==> src/rtl/step_gen.sv <==
// step_gen: integrates signed fixed-point speed into a position accumulator and
// emits timed step/dir pulses so the emitted step count tracks its integer part.
module step_gen #(
  parameter int PULSE_WIDTH = 50,
  parameter int DIR_SETUP   = 50,
  parameter int FRAC_BITS   = 32
) (
  input  logic        clk,
  input  logic        rst,
  input  logic        step_tick,
  input  logic        enable,
  input  logic [63:0] speed,
  input  logic        set_pos,
  input  logic [31:0] pos_in,
  input  logic        clear_err,
  output logic        step,
  output logic        dir,
  output logic [31:0] position,
  output logic        busy,
  output logic        overrun
);
  typedef enum logic [1:0] {S_IDLE, S_DIR_SETUP, S_PULSE_HI, S_PULSE_LO} state_t;
  localparam int CMAX = PULSE_WIDTH > DIR_SETUP ? PULSE_WIDTH : DIR_SETUP;
  localparam int CW = $clog2(CMAX + 1);
  localparam logic [CW-1:0] PW_M1 = CW'(PULSE_WIDTH - 1);
  localparam logic [CW-1:0] DS_M1 = CW'(DIR_SETUP - 1);
  // largest magnitude that moves the integer part by at most one per tick
  localparam logic signed [63:0] SAT = (64'sd1 <<< FRAC_BITS) - 64'sd1;

  state_t        r_state, w_state;
  logic [CW-1:0] r_cnt, w_cnt;
  logic [63:0]   r_acc, w_inc, w_load;
  logic [31:0]   r_pos, w_pos, w_target, w_diff, w_pstep;
  logic          r_step, w_step, r_dir, w_dir, r_ovr;
  logic          w_hi, w_lo, w_nz, w_match, w_big, w_lag, w_int;

  assign w_hi     = $signed(speed) > SAT;
  assign w_lo     = $signed(speed) < -SAT;
  assign w_inc    = w_hi ? 64'(SAT) : w_lo ? 64'(-SAT) : speed;
  assign w_int    = step_tick && enable;
  assign w_load   = {{32{pos_in[31]}}, pos_in} << FRAC_BITS;
  assign w_target = r_acc[FRAC_BITS +: 32];
  assign w_diff   = w_target - r_pos;
  assign w_nz     = |w_diff;
  assign w_match  = w_diff[31] != r_dir;
  assign w_big    = $signed(w_diff) > 32'sd1 || $signed(w_diff) < -32'sd1;
  assign w_pstep  = r_dir ? r_pos + 32'd1 : r_pos - 32'd1;

  always_comb begin
    w_state = r_state;
    w_cnt   = r_cnt;
    w_step  = r_step;
    w_dir   = r_dir;
    w_pos   = r_pos;
    w_lag   = 1'b0;
    case (r_state)
      S_IDLE: if (w_nz) begin
        w_lag = w_big;
        if (w_match) begin
          w_state = S_PULSE_HI;
          w_step  = 1'b1;
          w_pos   = w_pstep;
          w_cnt   = PW_M1;
        end else begin
          w_state = S_DIR_SETUP;
          w_dir   = ~r_dir;
          w_cnt   = DS_M1;
        end
      end
      S_DIR_SETUP: if (!w_nz) w_state = S_IDLE;
        else if (|r_cnt) w_cnt = r_cnt - 1'b1;
        else if (w_match) begin
          w_state = S_PULSE_HI;
          w_step  = 1'b1;
          w_pos   = w_pstep;
          w_cnt   = PW_M1;
        end else w_state = S_IDLE;
      S_PULSE_HI: if (|r_cnt) w_cnt = r_cnt - 1'b1;
        else begin
          w_state = S_PULSE_LO;
          w_step  = 1'b0;
          w_cnt   = PW_M1;
        end
      default: if (|r_cnt) w_cnt = r_cnt - 1'b1;
        else w_state = S_IDLE;
    endcase
  end

  always_ff @(posedge clk) begin
    if (rst) begin
      r_acc   <= '0;
      r_pos   <= '0;
      r_step  <= 1'b0;
      r_dir   <= 1'b0;
      r_ovr   <= 1'b0;
      r_state <= S_IDLE;
      r_cnt   <= '0;
    end else if (set_pos) begin
      r_acc   <= w_load;
      r_pos   <= pos_in;
      r_step  <= 1'b0;
      r_state <= S_IDLE;
      r_cnt   <= '0;
      r_ovr   <= r_ovr & ~clear_err;
    end else begin
      if (w_int) r_acc <= r_acc + w_inc;
      r_pos   <= w_pos;
      r_step  <= w_step;
      r_dir   <= w_dir;
      r_state <= w_state;
      r_cnt   <= w_cnt;
      r_ovr   <= (w_int && (w_hi || w_lo)) || w_lag || (r_ovr && !clear_err);
    end
  end

  assign step     = r_step;
  assign dir      = r_dir;
  assign position = r_pos;
  assign busy     = r_state != S_IDLE;
  assign overrun  = r_ovr;
endmodule
==> config.mk <==
export PLATFORM = sky130hd
export DESIGN_NAME = step_gen
export DESIGN_NICKNAME = d
export VERILOG_FILES = /design/src/rtl/step_gen.sv
export SDC_FILE = /design/constraint.sdc
export NUM_CORES = 1
export LEC_CHECK = 0
export CAP_MARGIN = 15
export CORE_MARGIN = 8
export CORE_UTILIZATION = 64
export DETAILED_ROUTE_END_ITERATION = 8
export PLACE_DENSITY_LB_ADDON = 0.08
export SYNTH_ARGS = -nofsm -noshare
export SYNTH_HDL_FRONTEND = slang
export SYNTH_SLANG_ARGS = --single-unit
==> constraint.sdc <==
create_clock -name clk -period 14.5 [get_ports clk]
set_input_delay 1.45 -clock clk [delete_from_list [all_inputs] [get_ports clk]]
set_output_delay 1.45 -clock clk [all_outputs]
set_load 0.01 [all_outputs]
# == After elaboration in Yosys (flattened, before gate mapping) ==
# Cells that the tools add are included.
# word_totals
reg_bits,107
output_inout_bits,36
# classes
add_sub_neg,5
magnitude_cmp,4
n_eq_ne,13
n_mux,35
bitwise_logic,5
reduce_logical,22
# op_table
cell,n
two-way mux 64 bit,4
two-way mux 32 bit,6
adder 64 bit,1
"greater-than comparator 64 x 33 -> 1 bit, second input constant",1
"less-than comparator 64 x 33 -> 1 bit, second input constant",1
case mux 32 bit (2 select lines),1
two-way mux 6 bit,6
"adder 32 x 1 -> 32 bit, second input constant",1
"greater-than comparator 32 x 2 -> 1 bit, second input constant",1
"less-than comparator 32 x 1 -> 1 bit, second input constant",1
OR reduction 32 bit,1
"subtractor 32 x 1 -> 32 bit, second input constant",1
subtractor 32 bit,1
case mux 6 bit (3 select lines),1
AND reduction 4 bit,4
"!= test 3 bit, second input constant",5
two-way mux 2 bit,7
two-way mux 1 bit,8
"!= test 2 bit, second input constant",4
case mux 2 bit (3 select lines),1
nonzero test 3 bit,2
OR reduction 6 bit,1
"subtractor 6 x 1 -> 6 bit, second input constant",1
AND reduction 5 bit,1
other kinds (14),23

# == Longest topological paths before layout ==
# Gate-level depths: netlist of the first run.
# depth
depth_word,8
depth_mapped,23
mapped_depth_nobuf,22

# == Worst setup path before layout of the first run ==
# OpenSTA, ideal clock, no wires.
# synth_path
kind,input port to flip-flop
from,input speed[6]
to,register r_acc[36]
setup_ns,0.115
arrival_ns,5.658
t_required_ns,14.385
slack_ns,8.727
stages,23
path_cell_list,nor4_1 -> nand4_1 -> o211ai_1 -> ha_1 -> buf_1 -> inv_1 -> nand2_1 -> or2_2 -> ha_1 -> inv_1 -> fa_1 -> nor2b_1 -> o31a_1 -> o311a_1 -> or2_2 -> a31oi_1 -> o21ai_0 -> a21o_1 -> a21o_1 -> a21boi_0 -> xor2_1 -> a21oi_1 -> o21a_1
# synth_via
elab_chain_len,6
word_cells_on_any_way,7
# synth_lines
item,line,rtl
start: declaration,12,"input logic [63:0] speed,"
less-than comparator 64 x 33 -> 1 bit,38,assign w_lo = $signed(speed) < -SAT;
two-way mux 64 bit,39,assign w_inc = w_hi ? 64'(SAT) : w_lo ? 64'(-SAT) : speed;
two-way mux 64 bit (*),39,
adder 64 bit (*),106,if (w_int) r_acc <= r_acc + w_inc;
two-way mux 64 bit (*),106,
two-way mux 64 bit (*),98,end else if (set_pos) begin
end signal: assignment,99,r_acc <= w_load;
end signal: assignment,106,
end: declaration,32,"logic [63:0] r_acc, w_inc, w_load;"
# Every way passes the cells marked *; elsewhere a longest branch is shown, timed or not. The select of a mux whose other input is x is not followed.
# A chain may end at the register's enable or synchronous reset.

# == Final worst setup path of the first run ==
# layout_path
from,input speed[31]
to,register r_acc[38]
# The elaborated chain is that of the path after synthesis.

==> results.md, run 1 <==
* Starting Density at 64.5%
* Post-synthesis sequential area ratio at 16.6%
* PortBufs at 137
* I/O Pins at 138
* TritonCTS Buffers at 9
* Grt ovf at 0
* Cells after Synth at 1803
* Most common cell after layout, fill and taps aside: a21oi_1
* Critical path class: input port to flop
* GRT busiest layer: met2
* Final ANT Viol Nets at 0
* Vias/cell at 6.62
* Layout area overhead at 13.4%
* Crit path largest cell delay at 0.57 ns
* Die area at 25000 sq um
* Mean area per synthesized cell at 7.17 sq um
* Critical path origin: speed[31]
* Peak supply drop at 205 uV
* Die H at 158 um
* CTS tree: done
* Vias in the first global route at 13400
* Worst r2r src: position[18]
* RSZ-0062 raised after global routing: false
* Most frequent cells in the layout: a21oi_1, nand2_1, nor2_1
* Hold Vio Cnt, Final at 0
* Status: finished clean
* Die width at 158 um
* Crit path max-delay family: compound AO/OA/AOI/OAI gates
* Reg2reg setup slack at 9.52 ns
* Mapped Nets at 2038
* Fin crit share at 50.5%
* Layout cells sized above 1 at 4.07%
* Clock transition at the registers of the reported paths at 0.08 ns
* Synth area leaders: dfxtp_1, ha_1, a21oi_1
* Setup TNS at 0 ns
* Htree depth at 3
* Post-DP HPWL at 34200 um
* Vias post-DR at 14300
* Worst Hold Launch: r_acc[13]
* Min Clock Period, post-route at 7.32 ns
* F_max at 0.137 GHz
* Met3 usage at 4.42%
* Leak at 6.16 nW
* Post-Route Skew at 0.0119 ns
* Rows at 52
* Synthesized area at 12900 sq um
* Slew margin rel. at 17.8%
* Kind of start point of the critical path: input port
* Leading area contributor after synthesis: dfxtp_1
* Final setup violation count at 0
* Core area at 20000 sq um
* Top_reg_cell synth: dfxtp_1
* M1 GR Usage at 43.8%
* Largest net degree at the start of global routing at 64
* CTS root buf: clkbuf_16
* DRC errors left at 0
* Crit Reg-Reg Endpoint: position[18]
* Critical path peak fanout at 32
* CTS Hold Buffers Added at 0
* M2 GR Usage at 53.4%
* Final Routed Wirelength at 43400 um
* Worst EP arrival at 7.55 ns
* Hold Path End: r_acc[13]
* Nets at 2122
* Clock sink total at 107
* Yosys reg bits at 107
* Async set-reset flop share out of synthesis at 0%
* Worst-Margin Slew at 1.20 ns
* CP Buf/Inv Count at 4
* Drt wl/cell at 20.1 um
* Max-slew violations at 0
* Max-cap viol count at 0
* CP cell instances: clkdlybuf4s50_1 > nor4_1 > nand4_1 > o211ai_1 > ha_1 > buf_4 > inv_1 > nand2_1 > or2_2 > ha_1 > inv_1 > fa_1 > nor2b_1 > o31a_1 > o311a_1 > or2_2 > a31oi_1 > o21ai_0 > a21o_1 > a21o_1 > a21boi_0 > o21ai_0 > xnor2_1 > a21oi_1
* Initial antenna violation count at 0
* Placer Congestion at 0.999
* Worst-skew pair later-pin latency at 0.37 ns
* Drt initial violations at 1557
* Hold path depth at 2
* Unique masters post-synth at 94
* Placed Area at 14400 sq um
* Fin area at 14700 sq um
* WP data required at 14.72 ns
* GRT Util Overall at 34.0%
* Synth warn at 0
* CTS resizes at 0
* Worst hold path type: flop to flop
* EDFF count, synth at 0
* Top-area cell type share of the netlist area at 16.6%
* TritonRoute pass-1 iters at 6
* First-pass GRT wire length at 68200 um
* Clock tree buffer depth at 2
* Crit end category: flop
* Reg2reg path depth at 13
* CP max-delay cell: ha_1
* Setup bufs post-CTS at 0
* # diodes at 0
* Pwr dens at 185 nW/um^2
[cells by family (layout without fill, tap and decap cells)]
| logic type | after synthesis | after routing | share of synthesized area (%) |
|---|---|---|---|
| flip-flops | 107 | 107 | 16.6 |
| buffers and inverters | 190 | 278 | 6.03 |
| multiplexers | 6 | 6 | 0.474 |
| AND/OR/NAND/NOR | 572 | 572 | 21.8 |
| XOR/XNOR | 110 | 110 | 7.45 |
| adder cells (fa/ha/maj) | 133 | 133 | 13.0 |
| AO/OA/AOI/OAI | 685 | 685 | 34.6 |
[cell usage after synthesis (all sizes together) (7+ instances only)]
cell,count
and3,18
nand4,45
inv,113
o31ai,12
buf,24
a211oi,19
or2,14
clkbuf,51
o21ai,127
or4,9
dfxtp,107
a21o,61
o221ai,7
nor4,26
nor2,141
or3,12
nand2b,13
o31a,17
ha,130
a221oi,7
a21boi,18
o21a,88
a21oi,217
xnor2,62
xor2,48
nand3,32
and2,14
o211ai,15
a2111oi,10
o21bai,12
nand2,164
nor3,47
a31oi,22
nor2b,14
[power breakdown]
group | switching (mW) | total, mW | leakage (nW) | internal, mW
logic | 1.22 | 2.03 | 5.13 | 0.814
registers | 0.0676 | 0.419 | 0.883 | 0.352
clock network | 0.132 | 0.256 | 0.141 | 0.124
total | 1.42 | 2.71 | 6.16 | 1.29
[worst max-delay path by stage]
stage	endpoint	slack [ns]	cells after the start
after floorplan	r_acc[36]	8.73	23
after global placement	r_acc[38]	7.14	24
after detailed placement	r_acc[38]	6.91	24
after CTS	r_acc[38]	7.29	24
after global routing	r_acc[40]	6.82	24
final	r_acc[38]	7.18	24
[sequential cells by signal, summed over array words and instances (netlist names)]
signal    flops
r_acc        64
position     32
r_cnt         6
r_state       2
dir           1
overrun       1
step          1
[metrics by stage]
stage | setup slack, ns | power, mW | std cells | util (%) | hold slack, ns
2_1_floorplan | 8.73 | 1.92 | 1803 | - | 0.436
6_report | 7.18 | 2.71 | 2161 | 73.2 | 0.461
3_3_place_gp | 7.14 | 2.35 | 2146 | 71.8 | 0.442
4_1_cts | 7.29 | 2.66 | 2161 | 73.2 | 0.461
5_1_grt | 6.82 | 2.92 | 2161 | 73.2 | 0.483
3_5_place_dp | 6.91 | 2.39 | 2146 | 71.8 | 0.450
[area by class of cell]
cell class                 count  area, sq um
clock buffer                  10          239
timing repair buffer         148         1450
multi-input combinational   1506        10000
tap                          270          338
fill                        1680         5370
clock inverter                 5         46.3
sequential                   107         2140
inverter                     115          432
[tightest hold or removal path: cells and delay by family (launching register included)]
| kind | cells | cell delay (ns) |
|---|---|---|
| compound gates | 1 | 0.05 |
| flops | 1 | 0.32 |
| simple gates | 1 | 0.05 |
[routing by layer]
| metal | up-vias | wire length [um] |
|---|---|---|
| met1 | 6600 | 18300 |
| met4 | 0 | 2520 |
| met3 | 157 | 3420 |
| li1 | 6827 | - |
| met2 | 728 | 19200 |
| met5 | - | 0 |
Note: power is estimated with default switching activity, not from simulation.
==> run 2: changes to the inputs <==
CORE_UTILIZATION = 59   (was 64)
clock period = 7.2 ns   (was 14.5 ns; I/O delays follow)
==> run 2 against run 1 <==
Compared with the run above:
- clock skew shrank 0.0029 ns
- worst setup slack lost 6.4 ns
- first-iteration DRC count shrank 21%
- flip-flop and latch count is the same
- sequential share of layout area shrank 0.077 points
- hold slack gained 0.0014 ns
==> results.md, run 2 (synthesis results as in run 1) <==
* Max reg flops at 64 (unchanged)
* Worst r2r src: position[19]
* Setup bufs post-CTS at 0 (unchanged)
* Hold Vio Cnt, Final at 0 (unchanged)
* Drt initial violations at 1237 (-21%)
* M1 wire length at 19400 um (+6.4%)
* Clock transition at the registers of the reported paths at 0.08 ns (about the same)
* CTS resizes at 0 (unchanged)
* Placed Area at 14400 sq um (+0.19%)
* Most frequent cells in the layout: a21oi_1, nand2_1, nor2_1
* Drt wl/cell at 20.1 um (+0.23%)
* Kind of start point of the critical path: input port
* Clock sink total at 107 (unchanged)
* Worst-skew pair later-pin latency at 0.37 ns (about the same)
* GRT Util Overall at 31.5% (-2.5 points)
* Power Total at 5.51 mW (+100%)
* Grt ovf at 0 (unchanged)
* CTS Hold Buffers Added at 0 (unchanged)
* Worst Hold Launch: r_acc[21]
* Final ANT Viol Nets at 0 (unchanged)
* DR top layer: met4
* Max-cap viol count at 0 (unchanged)
* Most common cell after layout, fill and taps aside: a21oi_1
* Setup TNS at 0 ns (unchanged)
* Fin area at 14800 sq um (+0.53%)
* Slew margin rel. at 23.8% (+6.0 points)
* CP Buf/Inv Count at 4 (unchanged)
* Pwr dens at 374 nW/um^2 (+100%)
* WP data required at 7.42 ns (-7.30 ns)
* Placer Congestion at 0.981 (-1.8%)
* Core area at 21700 sq um (+8.2%)
* Die H at 164 um (+3.7%)
* Nets at 2124 (+0.094%)
* Vias in the first global route at 13100 (-2.5%)
* Post-DP HPWL at 34800 um (+1.7%)
* Worst EP arrival at 6.60 ns (-0.95 ns)
* Critical path peak fanout at 23 (-28%)
* Clock tree buffer depth at 2 (unchanged)
* Reg2reg setup slack at 1.91 ns (-7.61 ns)
* WHS at 0.463 ns (+0.00137 ns)
* CP max-delay cell: nor4_1
* Met3 wire len at 2990 um (-13%)
* Status: finished clean
* Rows at 54 (+3.8%)
* PortBufs at 137 (unchanged)
* Die area at 26900 sq um (+7.6%)
* Final Routed Wirelength at 43800 um (+0.83%)
* Met2 WL at 19600 um (+1.7%)
* Final setup violation count at 0 (unchanged)
* Layout cells sized above 1 at 4.22% (+0.15 points)
* Critical path origin: speed[7]
* Fin crit share at 88.6%
* Die width at 164 um (+3.7%)
* TritonCTS Buffers at 9 (unchanged)
* Crit path largest cell delay at 0.56 ns (about the same)
* Post-Route Skew at 0.00904 ns (-0.00287 ns)
* Place WS at 0.683 ns (-6.23 ns)
* I/O Pins at 138 (unchanged)
* Initial antenna violation count at 0 (unchanged)
* TritonRoute pass-1 iters at 5 (-1)
* Starting Density at 59.6% (-4.9 points)
* Largest net degree at the start of global routing at 64 (unchanged)
* CTS root buf: clkbuf_16
* Worst-Margin Slew at 1.11 ns (-0.0875 ns)
* Vias/cell at 6.48 (-2.2%)
* F_max at 0.157 GHz
* RSZ-0062 raised after global routing: false
* # diodes at 0 (unchanged)
* Vias post-DR at 14100 (-1.6%)
* CP cell instances: clkdlybuf4s50_1 > nor4_1 > nand4_1 > o211ai_1 > ha_1 > inv_1 > nand2_1 > or2_2 > ha_1 > inv_1 > fa_1 > nor2b_1 > o31a_1 > o311a_1 > or2_2 > a31oi_1 > buf_4 > o21ai_0 > a21o_1 > a21o_1 > a21boi_0 > o21bai_1 > xnor2_1 > o221ai_1
* Layout area overhead at 14.0%
* Reg with most FFs: r_acc
* Worst hold path type: flop to flop
* CTS tree: done
* Max-slew violations at 0 (unchanged)
* Peak supply drop at 366 uV (+79%)
* Min Clock Period, post-route at 6.38 ns
* Final WS setup at 0.818 ns (-6.36 ns)
* DRC errors left at 0 (unchanged)
* First-pass GRT wire length at 68400 um (+0.17%)
* Htree depth at 3 (unchanged)
* Crit end category: flop
* Critical path class: input port to flop
* Leak at 6.19 nW (+0.47%)
* Crit path max-delay family: compound AO/OA/AOI/OAI gates
run 2: cell count changes in the layout (fill, tap and decap cells not counted):
cell | before | now
buf_4 | 11 | 13
bufinv_16 | 0 | 2
clkinv_4 | 2 | 1
clkinvlp_4 | 0 | 1
inv_6 | 2 | 1
run 2: power breakdown:
group / switching, mW / leakage [nW] / internal, mW
clock network: 0.262 / 0.161 / 0.320
registers: 0.139 / 0.883 / 0.709
logic: 2.45 / 5.14 / 1.64
total: 2.85 / 6.19 / 2.67
run 2: per-stage QoR:
step	util, %	std cells
after floorplan	-	1803
after global placement	66.5	2158
after detailed placement	66.5	2158
after CTS	68.0	2174
after global routing	68.0	2174
final	68.0	2174
run 2: layer usage:
| metal | GRT usage [%] | vias up |
|---|---|---|
| met4 | 14.5 | 0 |
| met1 | 41.3 | 6557 |
| met3 | 4.86 | 105 |
| li1 | - | 6822 |
| met2 | 50.1 | 599 |
| met5 | 0 | - |
run 2: worst paths after layout:
kind / cells after the start / endpoint
setup / recovery: 24 / r_acc[40]
hold / removal: 2 / r_acc[21]
setup reg to reg: 14 / position[21]
hold reg to reg: 2 / r_acc[21]
run 2: final cells by class:
| class | instances | area [sq um] |
|---|---|---|
| sequential | 107 | 2140 |
| clock inverter | 6 | 96.3 |
| clock buffer | 10 | 239 |
| fill | 1943 | 6940 |
| timing repair buffer | 150 | 1460 |
| inverter | 115 | 432 |
| tap | 280 | 350 |
| multi-input combinational | 1506 | 10000 |
run 2: worst register-to-register path: cells and delay by family, from the launching register on:
| kind | cells | cell delay (ns) |
|---|---|---|
| fa+ha+maj | 1 | 0.47 |
| simple gates | 4 | 1.29 |
| flops | 1 | 0.39 |
| mux | 1 | 0.21 |
| compound gates | 6 | 2.42 |
| buf+inv | 2 | 0.42 |
